--- src/rtl/vec_pkg.sv ---
// Shared vector-path definitions: default element width/lane count and the
// result serializer state encoding.
package vec_pkg;

  localparam int unsigned VEC_BITS = 8;
  localparam int unsigned VEC_N    = 64;

  typedef enum logic [1:0] {
    IDLE,
    STREAM,
    DONE
  } ser_state_t;

  // Index/length counter width: must be able to hold N itself, not just N-1.
  function automatic int unsigned idx_width(input int unsigned n);
    return $clog2(n) + 1;
  endfunction

endpackage

--- src/rtl/vector_result_serializer.sv ---
// Snapshots an ALU result vector on start and streams its first min(S_len, N)
// elements out over a valid/ready link, then pulses done.
module vector_result_serializer
  import vec_pkg::*;
#(
  parameter int unsigned BITS = VEC_BITS,
  parameter int unsigned N    = VEC_N
) (
  input  logic            clk,
  input  logic            rst,
  input  logic            start,
  input  logic [BITS-1:0] S [N],
  input  logic [BITS-1:0] S_len,
  output logic            busy,
  output logic [BITS-1:0] out_data,
  output logic            out_valid,
  input  logic            out_ready,
  output logic            out_last,
  output logic            done
);

  localparam int unsigned IDX_W = idx_width(N);
  localparam int unsigned AW    = $clog2(N);
  localparam int unsigned CW    = (BITS > IDX_W) ? BITS : IDX_W;

  ser_state_t       state_q;
  logic [IDX_W-1:0] idx_q;
  logic [IDX_W-1:0] len_q;
  logic [BITS-1:0]  snap_q [N];

  logic [CW-1:0]    s_len_ext;
  logic [IDX_W-1:0] len_cap;
  logic [IDX_W-1:0] idx_next;
  logic [IDX_W-1:0] len_last;
  logic             capture;

  always_comb begin
    s_len_ext = CW'(S_len);
    if (s_len_ext > CW'(N)) begin
      len_cap = IDX_W'(N);
    end else begin
      len_cap = IDX_W'(S_len);
    end
    idx_next = idx_q + 1'b1;
    len_last = len_q - 1'b1;
    capture  = (state_q == IDLE) && start;
  end

  // Snapshot contents are don't-care out of reset, so no reset term here.
  always_ff @(posedge clk) begin
    if (capture) begin
      snap_q <= S;
    end
  end

  always_ff @(posedge clk or posedge rst) begin
    if (rst) begin
      state_q   <= IDLE;
      idx_q     <= '0;
      len_q     <= '0;
      busy      <= 1'b0;
      out_valid <= 1'b0;
      out_last  <= 1'b0;
      out_data  <= '0;
      done      <= 1'b0;
    end else begin
      done <= 1'b0;
      case (state_q)
        IDLE: begin
          if (start) begin
            idx_q <= '0;
            len_q <= len_cap;
            busy  <= 1'b1;
            if (len_cap == '0) begin
              state_q <= DONE;
              done    <= 1'b1;
            end else begin
              // First beat comes straight from S; snap_q is written on this same edge.
              state_q   <= STREAM;
              out_valid <= 1'b1;
              out_data  <= S[0];
              out_last  <= (len_cap == IDX_W'(1));
            end
          end
        end
        STREAM: begin
          if (out_ready) begin
            if (out_last) begin
              state_q   <= DONE;
              out_valid <= 1'b0;
              out_last  <= 1'b0;
              out_data  <= '0;
              done      <= 1'b1;
            end else begin
              idx_q    <= idx_next;
              out_data <= snap_q[idx_next[AW-1:0]];
              out_last <= (idx_next == len_last);
            end
          end
        end
        DONE: begin
          state_q <= IDLE;
          busy    <= 1'b0;
        end
        default: begin
          state_q <= IDLE;
        end
      endcase
    end
  end

endmodule

--- config.mk ---
export PLATFORM = sky130hd
export DESIGN_NAME = vector_result_serializer
export DESIGN_NICKNAME = d
export VERILOG_FILES = /design/src/rtl/vec_pkg.sv /design/src/rtl/vector_result_serializer.sv
export SDC_FILE = /design/constraint.sdc
export NUM_CORES = 1
export LEC_CHECK = 0
export CELL_PAD_IN_SITES_DETAIL_PLACEMENT = 0
export CELL_PAD_IN_SITES_GLOBAL_PLACEMENT = 1
export CORE_AREA = 10 10 261 263
export DETAILED_ROUTE_END_ITERATION = 6
export DIE_AREA = 0 0 271 273
export PLACE_DENSITY_LB_ADDON = 0.25
export SYNTH_ARGS = -nofsm -noshare
export SYNTH_HDL_FRONTEND = slang
export SYNTH_SLANG_ARGS = --single-unit
--- constraint.sdc ---
create_clock -name clk -period 15.1 [get_ports clk]
set_input_delay 3.02 -clock clk [delete_from_list [all_inputs] [get_ports clk]]
set_output_delay 3.02 -clock clk [all_outputs]
set_load 0.1 [all_outputs]
==> flow_metrics.env <==
export IMPL_reg2reg_slack_ns=10.59
export IMPL_grtUsageTotal=0.188
export IMPL_ioPinCount=536
export IMPL_maxSlewViolCount=0
export IMPL_dieArea_um2=74000
export IMPL_worst_setup_path_end_kind="flip-flop"
export IMPL_grt_pass1_vias=14500
export IMPL_vias=13300
export IMPL_finalWorstSetupSlack_ns=8.50
export IMPL_total_leakage_power_uw=0.00999
export IMPL_worst_pin_slew_ns=1.12
export IMPL_yosysWarnings=0
export IMPL_avgSynthCellArea_um2=17.8
export IMPL_cts_tree="done"
export IMPL_finalHoldViolCount=0
export IMPL_synth_largest_area_cell="edfxtp_1"
export IMPL_synth_distinct_cells=56
export IMPL_clockRootBuffer="clkbuf_16"
export IMPL_drc=0
export IMPL_async_flop_share=0.0519
export IMPL_core_um2=62700
export IMPL_synth_top_area_frac=0.703
export IMPL_cts_resized=0
export IMPL_vias_per_cell=4.99
export IMPL_dp_hpwl_um=53400
export IMPL_relSlewSlack=0.249
export IMPL_cap_viol_max_count=0
export IMPL_fin_worst_skew_ns=0.0248
export IMPL_fin_crit_sh=0.437
export IMPL_power_density_nw_per_um2=177
export IMPL_synth_edff_count=512
export IMPL_rr_worst_depth=7
export IMPL_start_kind="primary input"
export IMPL_critPathMaxFanout=143
export IMPL_drive_above_1_share=0.118
export IMPL_cts_inserted_buffers=59
export IMPL_fmax_mhz=152
export IMPL_wirelength_um=72000
export IMPL_synth_nets=1757
export IMPL_fin_nets=2293
export IMPL_die_w_um=271
export IMPL_grt_start_max_net_pins=163
export IMPL_synth_area_leaders="edfxtp_1 (70%), mux4_2 (8.4%), dfrtp_1 (3.2%)"
export IMPL_whs_ns=0.516
export IMPL_yosysSeqAreaShare=0.735
export IMPL_wl_per_cell_um=27.0
export IMPL_area_growth_pct=38.0
export IMPL_row_count=92
export IMPL_fin_tns_setup_ns=0
export IMPL_synth_ff_latch_count=540
export IMPL_dr_wl_met2_um=36800
export IMPL_routabilityCongestion=0.817
export IMPL_die_h_um=273
export IMPL_cp_arrival_ns=6.83
export IMPL_required_ns=15.33
export IMPL_hold_depth=2
export IMPL_clk_path_buf_depth=3
export IMPL_dp_cells=2552
export IMPL_cts_sinks=540
export IMPL_irDropWorstVdd_v=0.000135
export IMPL_rsz0062_at_grt="false"
export IMPL_post_layout_nonfiller_instances=2668
export IMPL_drtIter0Drc=1068
export IMPL_antenna_left=0
export IMPL_ys_flop_type="edfxtp_1"
export IMPL_drt_met1_wl_um=29100
export IMPL_grt_pass1_wl_um=101000
export IMPL_path_clk_slew_ns=0.06
export IMPL_dr_pass1_iters=7
export IMPL_dp_slack_ns=7.87
export IMPL_antenna_found_initial=13
export IMPL_fin_crit_ns=6.60
export IMPL_hold_class="reg -> reg"
export IMPL_final_util=0.481
export IMPL_ctsHtreeMaxLevel=2
export IMPL_postSynthCellCount=1231
export IMPL_critPathKind="in -> reg"
export IMPL_setup_viol=0
export IMPL_initial_core_util=0.349
export IMPL_post_cts_buffers=0
export IMPL_port_buffers=535
export IMPL_grt_overflow=0
export IMPL_top_layer="met5"
export IMPL_hold_buffers=0
export IMPL_syn_area_um2=21900
export IMPL_status="complete, no violations"
export IMPL_clk_latency_ns=0.63
export IMPL_wl_met3_um=4670
synthesized netlist by cell type, types with 3 or more instances:
| master | number |
|---|---|
| a211oi_1 | 7 |
| a21boi_0 | 4 |
| a21boi_1 | 5 |
| a21oi_1 | 18 |
| a22o_1 | 3 |
| a311oi_1 | 9 |
| a31oi_1 | 8 |
| a32o_1 | 14 |
| a32oi_1 | 6 |
| a41oi_1 | 6 |
| and2_1 | 6 |
| buf_1 | 10 |
| buf_2 | 32 |
| buf_4 | 7 |
| clkbuf_1 | 26 |
| dfrtp_1 | 28 |
| edfxtp_1 | 512 |
| inv_1 | 5 |
| mux2_2 | 12 |
| mux2i_1 | 66 |
| mux4_2 | 82 |
| nand2_1 | 111 |
| nand2b_1 | 4 |
| nand3_1 | 27 |
| nand3b_1 | 26 |
| nand4_1 | 8 |
| nand4b_1 | 13 |
| nor2_1 | 18 |
| nor2b_1 | 5 |
| nor3_1 | 28 |
| nor3b_1 | 50 |
| o211ai_1 | 10 |
| o21ai_0 | 19 |
| xnor2_1 | 13 |
| xor2_1 | 5 |
logic make-up after synthesis:
family                   count (synthesis)  synth area share
AO/OA/AOI/OAI                          121            0.0403
adder cells (fa/ha/maj)                  2           0.00114
AND/OR/NAND/NOR                        307            0.0766
buffers and inverters                   83            0.0187
multiplexers                           160             0.121
flip-flops                             540             0.735
XOR/XNOR                                18           0.00721
metal layers:
| layer | GRT usage | vias to the layer above |
|---|---|---|
| li1 | - | 6024 |
| met1 | 0.232 | 6730 |
| met2 | 0.326 | 444 |
| met3 | 0.0502 | 90 |
| met4 | 0.0448 | 16 |
| met5 | 0 | - |
layout by cell type, fill, tap and decap left out, types with 3 or more instances in the layout:
cell type / synthesis / layout
o21ai_0: 19 / 18
a21boi_0: 4 / 4
a21oi_1: 18 / 18
nor2b_1: 5 / 5
a311oi_1: 9 / 9
buf_4: 7 / 17
clkinvlp_4: 0 / 5
clkinv_1: 0 / 18
a21boi_1: 5 / 5
mux2i_1: 66 / 66
inv_1: 5 / 4
bufinv_16: 0 / 11
a211oi_1: 7 / 7
nand4_1: 8 / 8
mux4_2: 82 / 82
nor3b_1: 50 / 50
a32oi_1: 6 / 6
a31oi_1: 8 / 7
nand3b_1: 26 / 26
a41oi_1: 6 / 6
clkbuf_16: 0 / 59
xor2_1: 5 / 4
diode_2: 0 / 4
mux2_2: 12 / 12
a32o_1: 14 / 14
nand4b_1: 13 / 13
clkinv_2: 0 / 9
dfrtp_1: 28 / 27
a22o_1: 3 / 3
nor2_1: 18 / 18
nand3_1: 27 / 27
xnor2_1: 13 / 12
clkdlybuf4s50_1: 0 / 535
nand2_1: 111 / 111
nand2b_1: 4 / 4
nor3_1: 28 / 28
edfxtp_1: 512 / 512
and2_1: 6 / 6
clkbuf_1: 26 / 5
o211ai_1: 10 / 10
final cells by class:
type                    count  area (um2)
multi-input cells         608        5460
well taps                 846        1060
inverters                   5        26.3
clock buffers              64        1500
repair buffers            553        5500
diodes                      4        10.0
fillers                  5316       32600
clock inverters            48         553
flip-flops and latches    540       16100
sequential cells by signal (all words and copies together) (netlist names):
name and count:
busy 1, done 1, idx_q 7, len_q 7, out_data 8, out_last 1, out_valid 1, snap_q 512
state_q 2
where the power goes:
part / leakage, uW / internal (uW) / switching (uW)
logic: 0.00393 / 714 / 1050
clock network: 0.000984 / 904 / 610
registers: 0.00508 / 1970 / 98.1
worst paths after layout:
check                      startpoint     endpoint
setup / recovery                start  snap_q[222]
hold / removal               idx_q[6]     idx_q[6]
setup reg to reg             idx_q[0]  out_data[2]
max in group asynchronous         rst     idx_q[0]
min in group asynchronous         rst         busy
hold reg to reg              idx_q[6]     idx_q[6]
stage by stage:
step / total power, uW / area [um2]
global route: 5610 / 30200
CTS: 5440 / 30200
floorplan: 3410 / 21900
detailed placement: 3910 / 28100
global placement: 3890 / 28100
finish: 5350 / 30200
worst max-delay path, stage by stage:
cell,delay [ns]
clkdlybuf4s50_1,0.48
nand2b_1,0.10
or2_2,0.40
inv_8,0.72
buf_4,0.91
buf_4,0.96
Power figures use the tool's default switching activity.
